$ cat config.mk
export PLATFORM = sky130hd
export DESIGN_NAME = uart_tx_sched
export DESIGN_NICKNAME = d
export VERILOG_FILES = /design/src/rtl/uart_ctrl_pkg.sv /design/src/rtl/rr_pick.sv /design/src/rtl/uart_tx_sched.sv
export SDC_FILE = /design/constraint.sdc
export NUM_CORES = 1
export LEC_CHECK = 0
export ABC_CLOCK_PERIOD_IN_PS = 2300
export CAP_MARGIN = 20
export CORE_UTILIZATION = 45
export CTS_CLUSTER_SIZE = 20
export DETAILED_ROUTE_END_ITERATION = 6
export PLACE_DENSITY = 0.75
export SLEW_MARGIN = 30
export SYNTH_ARGS = -nofsm -noshare
export SYNTH_HDL_FRONTEND = slang
export SYNTH_HIERARCHICAL = 1
export SYNTH_SLANG_ARGS = --single-unit
$ cat constraint.sdc
create_clock -name clk -period 2.3 [get_ports clk]
set_input_delay 0.345 -clock clk [delete_from_list [all_inputs] [get_ports clk]]
set_output_delay 0.345 -clock clk [all_outputs]
set_load 0.03 [all_outputs]
$ cat src/rtl/uart_ctrl_pkg.sv
// Shared definitions for the UART control slice: scheduler state encoding,
// default byte width and constant-width helpers.
package uart_ctrl_pkg;

   localparam int DATA_W_DEFAULT = 8;

   typedef enum logic [1:0] {
      ST_IDLE  = 2'd0,
      ST_START = 2'd1,
      ST_WAIT  = 2'd2
   } sched_state_t;

   // Ceiling log2, returns 0 for values of 0 or 1.
   function automatic int clog2(input int value);
      int result;
      int rem;
      result = 0;
      rem    = value - 1;
      while (rem > 0) begin
         result = result + 1;
         rem    = rem >> 1;
      end
      return result;
   endfunction

   function automatic int max2(input int a, input int b);
      return (a > b) ? a : b;
   endfunction

endpackage

$ cat src/rtl/rr_pick.sv
// Combinational round-robin picker: finds the first set request bit after ptr,
// wrapping around, so the requester at ptr itself has lowest priority.
module rr_pick #(
   parameter int N     = 4,
   parameter int IDX_W = 2
) (
   input  logic [N-1:0]     req,
   input  logic [IDX_W-1:0] ptr,
   output logic             any,
   output logic [IDX_W-1:0] index
);

   // Scan from farthest to nearest so the nearest set bit overwrites the rest.
   always_comb begin
      any   = |req;
      index = '0;
      for (int k = N; k >= 1; k--) begin
         if (req[(int'(ptr) + k) % N]) begin
            index = IDX_W'((int'(ptr) + k) % N);
         end
      end
   end

endmodule

$ cat src/rtl/uart_tx_sched.sv
// Round-robin scheduler sharing one UART transmitter among NUM_REQ byte
// requesters, with a timeout guarding against a transmitter that never finishes.
module uart_tx_sched
   import uart_ctrl_pkg::*;
#(
   parameter int NUM_REQ     = 4,
   parameter int DATA_W      = DATA_W_DEFAULT,
   parameter int START_HOLD  = 16,
   parameter int TIMEOUT_CYC = 200000,
   localparam int ID_W       = clog2(NUM_REQ)
) (
   input  logic                      clk,
   input  logic                      reset,
   input  logic [NUM_REQ-1:0]        req_valid,
   input  logic [NUM_REQ*DATA_W-1:0] req_data,
   output logic [NUM_REQ-1:0]        req_ready,
   output logic                      Tx_start,
   output logic [DATA_W-1:0]         data_in,
   input  logic                      tx_done,
   output logic [ID_W-1:0]           grant_id,
   output logic                      busy,
   output logic                      sent,
   output logic                      timeout_err
);

   localparam int CNT_W = clog2(max2(START_HOLD, TIMEOUT_CYC)) + 1;
   localparam logic [CNT_W-1:0] HOLD_LAST = CNT_W'(START_HOLD - 1);
   localparam logic [CNT_W-1:0] TMO_LAST  = CNT_W'(TIMEOUT_CYC - 1);

   sched_state_t        state_q, state_d;
   logic [DATA_W-1:0]   data_q, data_d;
   logic [ID_W-1:0]     grant_q, grant_d;
   logic [ID_W-1:0]     ptr_q, ptr_d;
   logic [NUM_REQ-1:0]  ready_q, ready_d;
   logic                start_q, start_d;
   logic                busy_q, busy_d;
   logic                sent_q, sent_d;
   logic                tmo_q, tmo_d;
   logic [CNT_W-1:0]    cnt_q, cnt_d;
   logic                tx_done_q;
   logic                done_rise;
   logic                pick_any;
   logic [ID_W-1:0]     pick_idx;

   rr_pick #(
      .N     (NUM_REQ),
      .IDX_W (ID_W)
   ) u_rr_pick (
      .req   (req_valid),
      .ptr   (ptr_q),
      .any   (pick_any),
      .index (pick_idx)
   );

   // Only a fresh rising edge counts, so a done level left over from an
   // earlier byte cannot complete the current one.
   assign done_rise = tx_done & ~tx_done_q;

   always_comb begin
      state_d = state_q;
      data_d  = data_q;
      grant_d = grant_q;
      ptr_d   = ptr_q;
      ready_d = '0;
      start_d = start_q;
      busy_d  = busy_q;
      sent_d  = 1'b0;
      tmo_d   = 1'b0;
      cnt_d   = cnt_q;
      case (state_q)
         ST_IDLE: begin
            if (pick_any) begin
               data_d  = req_data[pick_idx*DATA_W +: DATA_W];
               grant_d = pick_idx;
               ready_d = NUM_REQ'(1) << pick_idx;
               ptr_d   = pick_idx;
               start_d = 1'b1;
               busy_d  = 1'b1;
               cnt_d   = '0;
               state_d = ST_START;
            end
         end
         ST_START: begin
            if (done_rise) begin
               start_d = 1'b0;
               sent_d  = 1'b1;
               busy_d  = 1'b0;
               cnt_d   = '0;
               state_d = ST_IDLE;
            end else if (cnt_q == HOLD_LAST) begin
               start_d = 1'b0;
               cnt_d   = '0;
               state_d = ST_WAIT;
            end else begin
               cnt_d = cnt_q + CNT_W'(1);
            end
         end
         ST_WAIT: begin
            // A completion in the final timeout cycle still counts as success.
            if (done_rise) begin
               sent_d  = 1'b1;
               busy_d  = 1'b0;
               cnt_d   = '0;
               state_d = ST_IDLE;
            end else if (cnt_q == TMO_LAST) begin
               tmo_d   = 1'b1;
               busy_d  = 1'b0;
               cnt_d   = '0;
               state_d = ST_IDLE;
            end else begin
               cnt_d = cnt_q + CNT_W'(1);
            end
         end
         default: begin
            start_d = 1'b0;
            busy_d  = 1'b0;
            state_d = ST_IDLE;
         end
      endcase
   end

   // Pointer resets to the last requester so requester 0 is granted first.
   always_ff @(posedge clk) begin
      if (reset) begin
         state_q   <= ST_IDLE;
         data_q    <= '0;
         grant_q   <= '0;
         ptr_q     <= ID_W'(NUM_REQ - 1);
         ready_q   <= '0;
         start_q   <= 1'b0;
         busy_q    <= 1'b0;
         sent_q    <= 1'b0;
         tmo_q     <= 1'b0;
         cnt_q     <= '0;
         tx_done_q <= 1'b0;
      end else begin
         state_q   <= state_d;
         data_q    <= data_d;
         grant_q   <= grant_d;
         ptr_q     <= ptr_d;
         ready_q   <= ready_d;
         start_q   <= start_d;
         busy_q    <= busy_d;
         sent_q    <= sent_d;
         tmo_q     <= tmo_d;
         cnt_q     <= cnt_d;
         tx_done_q <= tx_done;
      end
   end

   assign req_ready   = ready_q;
   assign Tx_start    = start_q;
   assign data_in     = data_q;
   assign grant_id    = grant_q;
   assign busy        = busy_q;
   assign sent        = sent_q;
   assign timeout_err = tmo_q;

endmodule
### Yosys cells after proc, flatten, opt, wreduce, memory -nomap -nowiden

Cells that the tools add are included.

* register bits: 42
* output and inout bits: 18

* add/sub/neg operators: 5
* order comparisons: 4
* equality and inequality tests: 8
* shift-type cells: 2
* multiplexer cells: 38
* bitwise logic cells: 10
* reductions and logical operators: 16

Operators by type and width (count)
* 2-to-1 mux 19 bit: 5
* case mux 19 bit (3 select lines): 1
* variable part select 32 x 6 -> 8 bit: 1
* adder 19 x 1 -> 19 bit, second input constant: 1
* == test 19 x 18 -> 1 bit, second input constant: 1
* == test 19 x 4 -> 1 bit, second input constant: 1
* 2-to-1 mux 2 bit: 9
* < comparator 3 x 4 -> 1 bit, second input constant: 4
* 2-to-1 mux 1 bit: 16
* OR reduction 2 bit: 6
* AND reduction 3 bit: 3
* binary-select mux 1 bit (select 2 bit): 4
* inequality test 3 bit, second input constant: 2
* case mux 1 bit (3 select lines): 2
* case mux 2 bit (3 select lines): 1
* OR reduction 3 bit: 2
* NOT 1 bit: 5
* adder 2 x 1 -> 2 bit, second input constant: 2
* adder 2 bit, second input constant: 2
* AND 1 bit, first input constant: 4
* inequality test 2 bit, second input constant: 2
* AND reduction 2 bit: 2
* OR reduction 4 bit: 1
* << shifter 1 x 2 -> 4 bit, first input constant: 1
* other kinds (5): 5

### Longest topological paths before layout

Gate-level depths: netlist of run 1.

* depth after elaboration: 11
* gate-level depth with buffers: 9

### By module

Netlist of run 1, hierarchy kept.

Modules (own cells, without submodules)
* uart_tx_sched: times used 1, cells an instance 234, area each 2097.0 um2, sequential area each 840.8 um2
* rr_pick: times used 1, cells an instance 14, area each 91.3 um2, sequential area each 0.0 um2

### Worst setup path before layout of run 1

No wires, ideal clock.

* path type: input port to flip-flop
* start point: input req_valid[2]
* end point: register data_q[2] (netlist: data_in[2])
* setup time: 0.132 ns
* data arrival time: 1.943 ns
* data required time: 2.168 ns
* path slack: 0.224 ns
* stages on the path: 7
* path buffers: 1
* cell sequence: and2b_1 -> a21oi_2 -> o221ai_2 -> clkbuf_1 -> mux4_2 -> nand2_1 -> a21oi_1

* longest elaborated chain between the ends: 8
* elaborated cells between the ends (all ways): 19

RTL lines
* from (decl): RTL line uart_tx_sched.sv:14 `input logic [NUM_REQ-1:0] req_valid,`
* binary-select mux 1 bit (select 2 bit): RTL line rr_pick.sv:18 `if (req[(int'(ptr) + k) % N]) begin`
* 2-to-1 mux 1 bit (implied by the code) (2 in a row): RTL line rr_pick.sv:18
* 2-to-1 mux 2 bit (3 in a row): RTL line rr_pick.sv:18
* 2-to-1 mux 2 bit *: RTL line rr_pick.sv:18
* via pick_idx[0]: RTL line uart_tx_sched.sv:43 `logic [ID_W-1:0] pick_idx;`
* variable part select 32 x 6 -> 8 bit *: RTL line uart_tx_sched.sv:73 `data_d = req_data[pick_idx*DATA_W +: DATA_W];`
* to (signal assigned): RTL line uart_tx_sched.sv:138 `data_q <= data_d;`
* to (decl): RTL line uart_tx_sched.sv:31 `logic [DATA_W-1:0] data_q, data_d;`

The timed path passes the listed nets; every way through them passes the cells marked *. The select of a mux whose other input is x is not followed.
A chain may end at the register's enable or synchronous reset.

### Final worst setup path of run 1

* start point: register cnt_q[0]
* end point: register cnt_q[10]

* longest elaborated chain between the ends: 4
* elaborated cells between the ends (all ways): 8

RTL lines
* from (decl): RTL line uart_tx_sched.sv:39 `logic [CNT_W-1:0] cnt_q, cnt_d;`
* from (signal assigned): RTL line uart_tx_sched.sv:146 `cnt_q <= cnt_d;`
* adder 19 x 1 -> 19 bit, or another cell as far along: RTL line uart_tx_sched.sv:95, uart_tx_sched.sv:111
* 2-to-1 mux 19 bit (on tied branches): RTL line uart_tx_sched.sv:105, uart_tx_sched.sv:90
* 2-to-1 mux 19 bit (on tied branches): RTL line uart_tx_sched.sv:100, uart_tx_sched.sv:84
* case mux 19 bit (3 select lines) *: RTL line uart_tx_sched.sv:70 `case (state_q)`

Mark *: on every way between the ends. The rest lies on a longest branch, timed or not.

==> results.py, run 1 <==
metrics = {
    "global_route": {
        "overflow": 0,
        "grt_max_degree": 33,
        "track_usage_pct": 22.67,
        "grt_pass1_vias": 1982,
        "grt_pass1_wl_mm": 9.108,
        "antenna_found_initial": 0,
    },
    "yosys": {
        "synth_top_family_by_area": "simple AND/OR/NAND/NOR gates",
        "synth_commonest_cells": "44 x nand2_1, 42 x dfxtp_1, 29 x a21oi_1",
        "ys_top_cells_by_area": "dfxtp_1 38%, mux4_2 8.2%, nand2_1 7.5%, a21oi_1 6.6%, a31oi_1 3.1%",
        "synth_area_leader_cell": "dfxtp_1",
        "avgSynthCellArea_um2": 8.824,
        "synth_adder_area_share_pct": 2.287,
        "synth_xor_area_share_pct": 0.4002,
        "synthMuxAreaShare_pct": 9.148,
        "syn_inst": 248,
        "synth_edf_count": 0,
        "yosys.area_share.simple_pct": 25.27,
        "synth_compound_area_share_pct": 19.55,
        "synth-seq-cells": 42,
        "synth_ff_type": "dfxtp_1",
        "ys_warn_count": 6,
        "synth_cell_types": 47,
        "synth_area_um2": 2188,
        "synth.most_common_cell": "nand2_1",
        "ys_seq_area_share_pct": 38.42,
        "async_reset_ff_share_pct": 0,
        "synth_nets": 291,
        "synth_top_area_share_pct": 38.42,
    },
    "detailed_routing": {
        "final_antenna_net_count": 0,
        "first_pass_iters": 4,
        "drt-initial-drc-count": 88,
        "dr_total_vias": 2021,
        "drc": 0,
        "viasPerCell": 5.583,
        "wirelength_mm": 5.323,
        "routedWlPerCell_um": 14.70,
    },
    "critical_path": {
        "max_stage_delay_ns": 0.35,
        "worstPathCellList": "ha_1 > nand2_1 > nor2_1 > a31o_2 > a211oi_4 > buf_12 > a41oi_1 > a31oi_1",
        "crit_path_end_kind": "register",
        "critPathLaunchType": "register",
        "critical_path_class": "register to register",
        "arrival_ns": 2.24,
        "worstPathRequired_ns": 2.51,
        "r2r_setup_slack_ns": 0.27,
        "cp_max_fo": 32,
        "slowest_stage": "dfxtp_1",
    },
    "sta": {
        "rsz0062_at_grt": "false",
        "slew_headroom_pct": 65.01,
        "skew_ns": 0.01271,
        "fin_crit_ns": 2.026,
        "slew_viol_final": 0,
        "fmax_ghz": 0.4935,
        "max_slew.worst_pin.slew_ns": 0.5236,
        "setup_viol_count_final": 0,
        "hold_viol": 0,
        "fin_crit_sh_pct": 88.10,
        "setup_tns_ns": 0,
    },
    "cts": {
        "cts_buffers": 5,
        "clock_sinks": 42,
        "h-tree-depth": 2,
        "cts_root_buf": "clkbuf_8",
        "clock_path_buffers": 2,
        "cts_hold_repair.buffers": 0,
        "clk_latency_ns": 0.30,
        "post_cts_buffers": 0,
        "cts_tree": "built",
        "cts.repair.resized": 0,
        "path_clk_slew_ns": 0.08,
    },
    "worst_hold_path": {
        "hold_path_class": "register to register",
    },
    "floorplanning": {
        "die_area_um2": 5146,
        "die_y_um": 71.74,
        "io_pins": 57,
        "start_util_pct": 46.64,
        "num_rows": 25,
        "core_um2": 4692,
        "die_w_um": 71.74,
    },
    "power_and_ir_drop": {
        "power.density_nw_per_um2": 769.1,
        "finalPower_w": 0.002254,
        "ir_drop_mv": 0.3061,
        "cellLeakagePower_nw": 1.090,
    },
    "placement": {
        "routabilityCongestion": 0.8030,
        "hpwl_mm": 3.944,
        "numPortBuffers": 56,
    },
    "finish": {
        "num_antenna_cells": 0,
        "n_fill_cell": 401,
        "drive_gt1_share_pct": 12.01,
        "syn_to_final_growth_pct": 33.91,
        "nets": 350,
    },
    "run": {
        "cap_violations": 0,
    },
    "run_status": {
        "status": "completed",
    },
}
final cells by class:
cell class              instances  area (um2)  area share [%]
well taps                      54       67.56           2.306
clock buffers                   7       86.33           2.946
clock inverters                 1       5.005          0.1708
flip-flops and latches         42       840.8           28.69
repair buffers                 66       660.6           22.54
inverters                       8       30.03           1.025
multi-input cells             184        1240           42.31
per-stage QoR:
step | setup slack, ns | std cells | hold WS (ns) | instance area, um2 | utilization, %
after floorplan | 0.2245 | 248 | 0.4492 | 2188 | -
after global placement | 0.09108 | 354 | 0.4422 | 2839 | 60.51
after detailed placement | 0.05221 | 354 | 0.4453 | 2839 | 60.51
after CTS | 0.2861 | 362 | 0.4564 | 2930 | 62.45
after global routing | 0.1667 | 362 | 0.4780 | 2930 | 62.45
final | 0.2738 | 362 | 0.4543 | 2930 | 62.45
final timing paths:
check	from	end	cells after the start
worst min-delay path	data_in[7]$_SDFFE_PP0P_	data_in[7]$_SDFFE_PP0P_	2
worst max-delay path	cnt_q[0]$_SDFFE_PP0P_	cnt_q[10]$_SDFFE_PP0P_	8
worst max register to register	cnt_q[0]$_SDFFE_PP0P_	cnt_q[10]$_SDFFE_PP0P_	8
worst min register to register	data_in[7]$_SDFFE_PP0P_	data_in[7]$_SDFFE_PP0P_	2
where the power goes:
| group | internal [W] | switching [W] | leakage (nW) |
|---|---|---|---|
| Sequential | 0.000815 | 0.0000516 | 0.343 |
| Combinational | 0.000414 | 0.000475 | 0.699 |
| Clock | 0.000242 | 0.000256 | 0.0482 |
| Total | 0.00147 | 0.000783 | 1.09 |
critical path, delay by kind of cell, from the launching register on:
kind	cells	cell delay, ns
adder cells (fa/ha/maj)	1	0.26
flip-flops	1	0.35
AND/OR/NAND/NOR	2	0.21
buffers and inverters	1	0.21
AO/OA/AOI/OAI	4	0.90
state kept, by name (all words and copies together), names as in the netlist:
register and count:
timeout_err 1, cnt_q 19, sent 1, tx_done_q 1, ptr_q 2, grant_id 2
busy 1, req_ready 4, state_q 2, data_in 8, Tx_start 1
cells in the final DEF (no fill, tap or decap), drive strengths merged, types with 2 or more instances in the layout:
cell and instances:
clkdlybuf4s50 56, nand2 44, dfxtp 42, a21oi 30, nand3 13, nor2 12, a31oi 11, buf 10
nand2b 9, inv 8, mux4 8, clkbuf 7, o21ai 5, and3 4, ha 4, nor3 4
a211oi 4, and2 3, or4 3, a41oi 3, nor4 3, nor2b 2, a22o 2, nand3b 2
mux2i 2, nor4b 2, a31o 2, a22oi 2
kinds of logic (layout without fill, tap and decap cells):
kind of cell               Yosys count  count (layout)
xor gates and xnor gates             1               1
and+or+nand+nor                    105             105
muxes                               10              10
buffers and inverters               22              82
adders and majority gates            4               4
DFF                                 42              42
AOI/OAI and AO/OA                   64              64
routing by layer:
| metal | up-vias | wire length, um | track usage (%) |
|---|---|---|---|
| met5 | - | 0 | 0 |
| met4 | 0 | 95 | 9.368 |
| met3 | 12 | 320 | 4.360 |
| met2 | 60 | 2490 | 38.89 |
| met1 | 927 | 2417 | 27.90 |
| li1 | 1022 | - | - |
(Power assumes the default switching activity.)
==> inputs of run 2 (changes only) <==
--- a/config.mk
+++ b/config.mk
@@ -7,10 +7,12 @@
 export LEC_CHECK = 0
 export ABC_CLOCK_PERIOD_IN_PS = 2300
 export CAP_MARGIN = 20
-export CORE_UTILIZATION = 45
+export CELL_PAD_IN_SITES_DETAIL_PLACEMENT = 1
+export CELL_PAD_IN_SITES_GLOBAL_PLACEMENT = 1
+export CORE_UTILIZATION = 36
 export CTS_CLUSTER_SIZE = 20
 export DETAILED_ROUTE_END_ITERATION = 6
-export PLACE_DENSITY = 0.75
+export PLACE_DENSITY_LB_ADDON = 0.1
 export SLEW_MARGIN = 30
 export SYNTH_ARGS = -nofsm -noshare
 export SYNTH_HDL_FRONTEND = slang
==> run 2 against run 1 <==
Sequential share of layout area decreased by 0.63 points. Routed wire length grew 7.4%. Power grew 5.0%. Sequential cell count is the same. Register-to-register slack hardly changed. Count of clock-buffer cells in the layout down 2. Clock power up 17%. Combinational power increased by 2.7%. Highest routed layer unchanged. Sequential power hardly changed. Clock skew shrank 0.0057 ns. Die area rose by 24%. Largest power group unchanged.
==> results.py, run 2 (synthesis gave the netlist of run 1 again) <==
metrics = {
    "cts": {
        "clock_sinks": 42,
        "cts_hold_repair.buffers": 0,
        "clock_path_buffers": 2,
        "cts_buffers": 5,
        "cts.repair.resized": 0,
        "h-tree-depth": 2,
        "clk_latency_ns": 0.30,
        "post_cts_buffers": 0,
        "cts_root_buf": "clkbuf_8",
        "cts_tree": "built",
        "path_clk_slew_ns": 0.09,
    },
    "sta": {
        "slew_headroom_pct": 63.21,
        "rsz0062_at_grt": "false",
        "hold_viol": 0,
        "fin_crit_ns": 2.012,
        "setup_viol_count_final": 0,
        "timing.hold.ws_ns": 0.4568,
        "fin_crit_sh_pct": 87.46,
        "postLayoutSetupSlackWorst_ns": 0.2884,
        "setup_tns_ns": 0,
        "max_slew.worst_pin.slew_ns": 0.5506,
        "slew_viol_final": 0,
        "skew_ns": 0.007012,
        "fmax_ghz": 0.4971,
    },
    "floorplanning": {
        "die_y_um": 79.97,
        "die_w_um": 79.97,
        "core_um2": 5886,
        "die_area_um2": 6394,
        "num_rows": 28,
        "start_util_pct": 37.18,
        "io_pins": 57,
    },
    "finish": {
        "layout_commonest_cell": "clkdlybuf4s50_1",
        "syn_to_final_growth_pct": 36.94,
        "num_antenna_cells": 0,
        "nets": 353,
        "final_core_util_pct": 50.91,
        "final_cell_mix": "56 x clkdlybuf4s50_1, 44 x nand2_1, 42 x dfxtp_1, 29 x a21oi_1, 13 x nand3_1",
        "top_register": "cnt_q",
        "drive_gt1_share_pct": 13.18,
        "fin_cells": 386,
        "largest_register_ff_count": 19,
        "n_fill_cell": 699,
    },
    "critical_path": {
        "critPathLaunchType": "register",
        "critical_path_class": "register to register",
        "worstPathRequired_ns": 2.49,
        "crit_path_end_kind": "register",
        "cp_max_fo": 32,
        "arrival_ns": 2.20,
    },
    "global_route": {
        "antenna_found_initial": 0,
        "overflow": 0,
        "track_usage_pct": 19.37,
        "grt_pass1_wl_mm": 9.660,
        "grt_max_degree": 33,
        "grt_pass1_vias": 2035,
    },
    "placement": {
        "dp.cells": 378,
        "hpwl_mm": 4.326,
        "routabilityCongestion": 0.7093,
        "post-place-ws_ns": 0.002011,
        "numPortBuffers": 56,
    },
    "detailed_routing": {
        "dr_total_vias": 2046,
        "drc": 0,
        "first_pass_iters": 4,
        "drt-initial-drc-count": 115,
        "final_antenna_net_count": 0,
        "viasPerCell": 5.301,
        "routedWlPerCell_um": 14.81,
        "wirelength_mm": 5.715,
    },
    "power_and_ir_drop": {
        "cellLeakagePower_nw": 1.116,
        "power.density_nw_per_um2": 789.5,
        "ir_drop_mv": 0.3199,
    },
    "run_status": {
        "status": "completed",
    },
    "run": {
        "cap_violations": 0,
    },
    "worst_hold_path": {
        "hold_path_class": "register to register",
    },
}
==> run 2: per-stage QoR <==
stage / cell area, um2 / power (W)
after CTS: 2997 / 0.002405
after floorplan: 2188 / 0.001440
after global routing: 2997 / 0.002516
after detailed placement: 2888 / 0.001814
after global placement: 2888 / 0.001795
final: 2997 / 0.002366
==> run 2: area by class of cell <==
cell class,instances,area [um2],area share [%]
Tap cell,75,93.84,3.132
Inverter,8,30.03,1.002
Clock inverter,3,40.04,1.336
Clock buffer,5,68.82,2.296
Multi-Input combinational cell,184,1240,41.38
Timing Repair Buffer,69,683.2,22.80
Sequential cell,42,840.8,28.06
==> run 2: worst paths after layout <==
path	cells after the start	to	slack, ns	from
max	7	cnt_q[14]$_SDFFE_PP0P_	0.29	cnt_q[4]$_SDFFE_PP0P_
min reg2reg	2	data_in[1]$_SDFFE_PP0P_	0.46	data_in[1]$_SDFFE_PP0P_
max reg2reg	7	cnt_q[14]$_SDFFE_PP0P_	0.29	cnt_q[4]$_SDFFE_PP0P_
min	2	data_in[1]$_SDFFE_PP0P_	0.46	data_in[1]$_SDFFE_PP0P_
==> run 2: worst max-delay path, cell delays in order (launching register included) <==
cell	delay [ns]
dfxtp_1	0.35
or4_4	0.56
nor4_4	0.17
a31o_4	0.23
a211oi_4	0.07
buf_12	0.17
a21o_1	0.16
a22o_1	0.17
==> run 2: metal layers <==
metal / share of wire [%] / global-route usage (%)
met3: 2.0 / 2.400
met4: 1.3 / 5.893
met2: 50 / 34.02
met5: 0 / 0
met1: 46 / 24.51
==> run 2: report_power, final <==
group          switching, W  internal (W)  total [W]
sequential        0.0000539      0.000815   0.000869
clock              0.000264      0.000320   0.000584
combinational      0.000489      0.000424   0.000913
total              0.000807       0.00156    0.00237
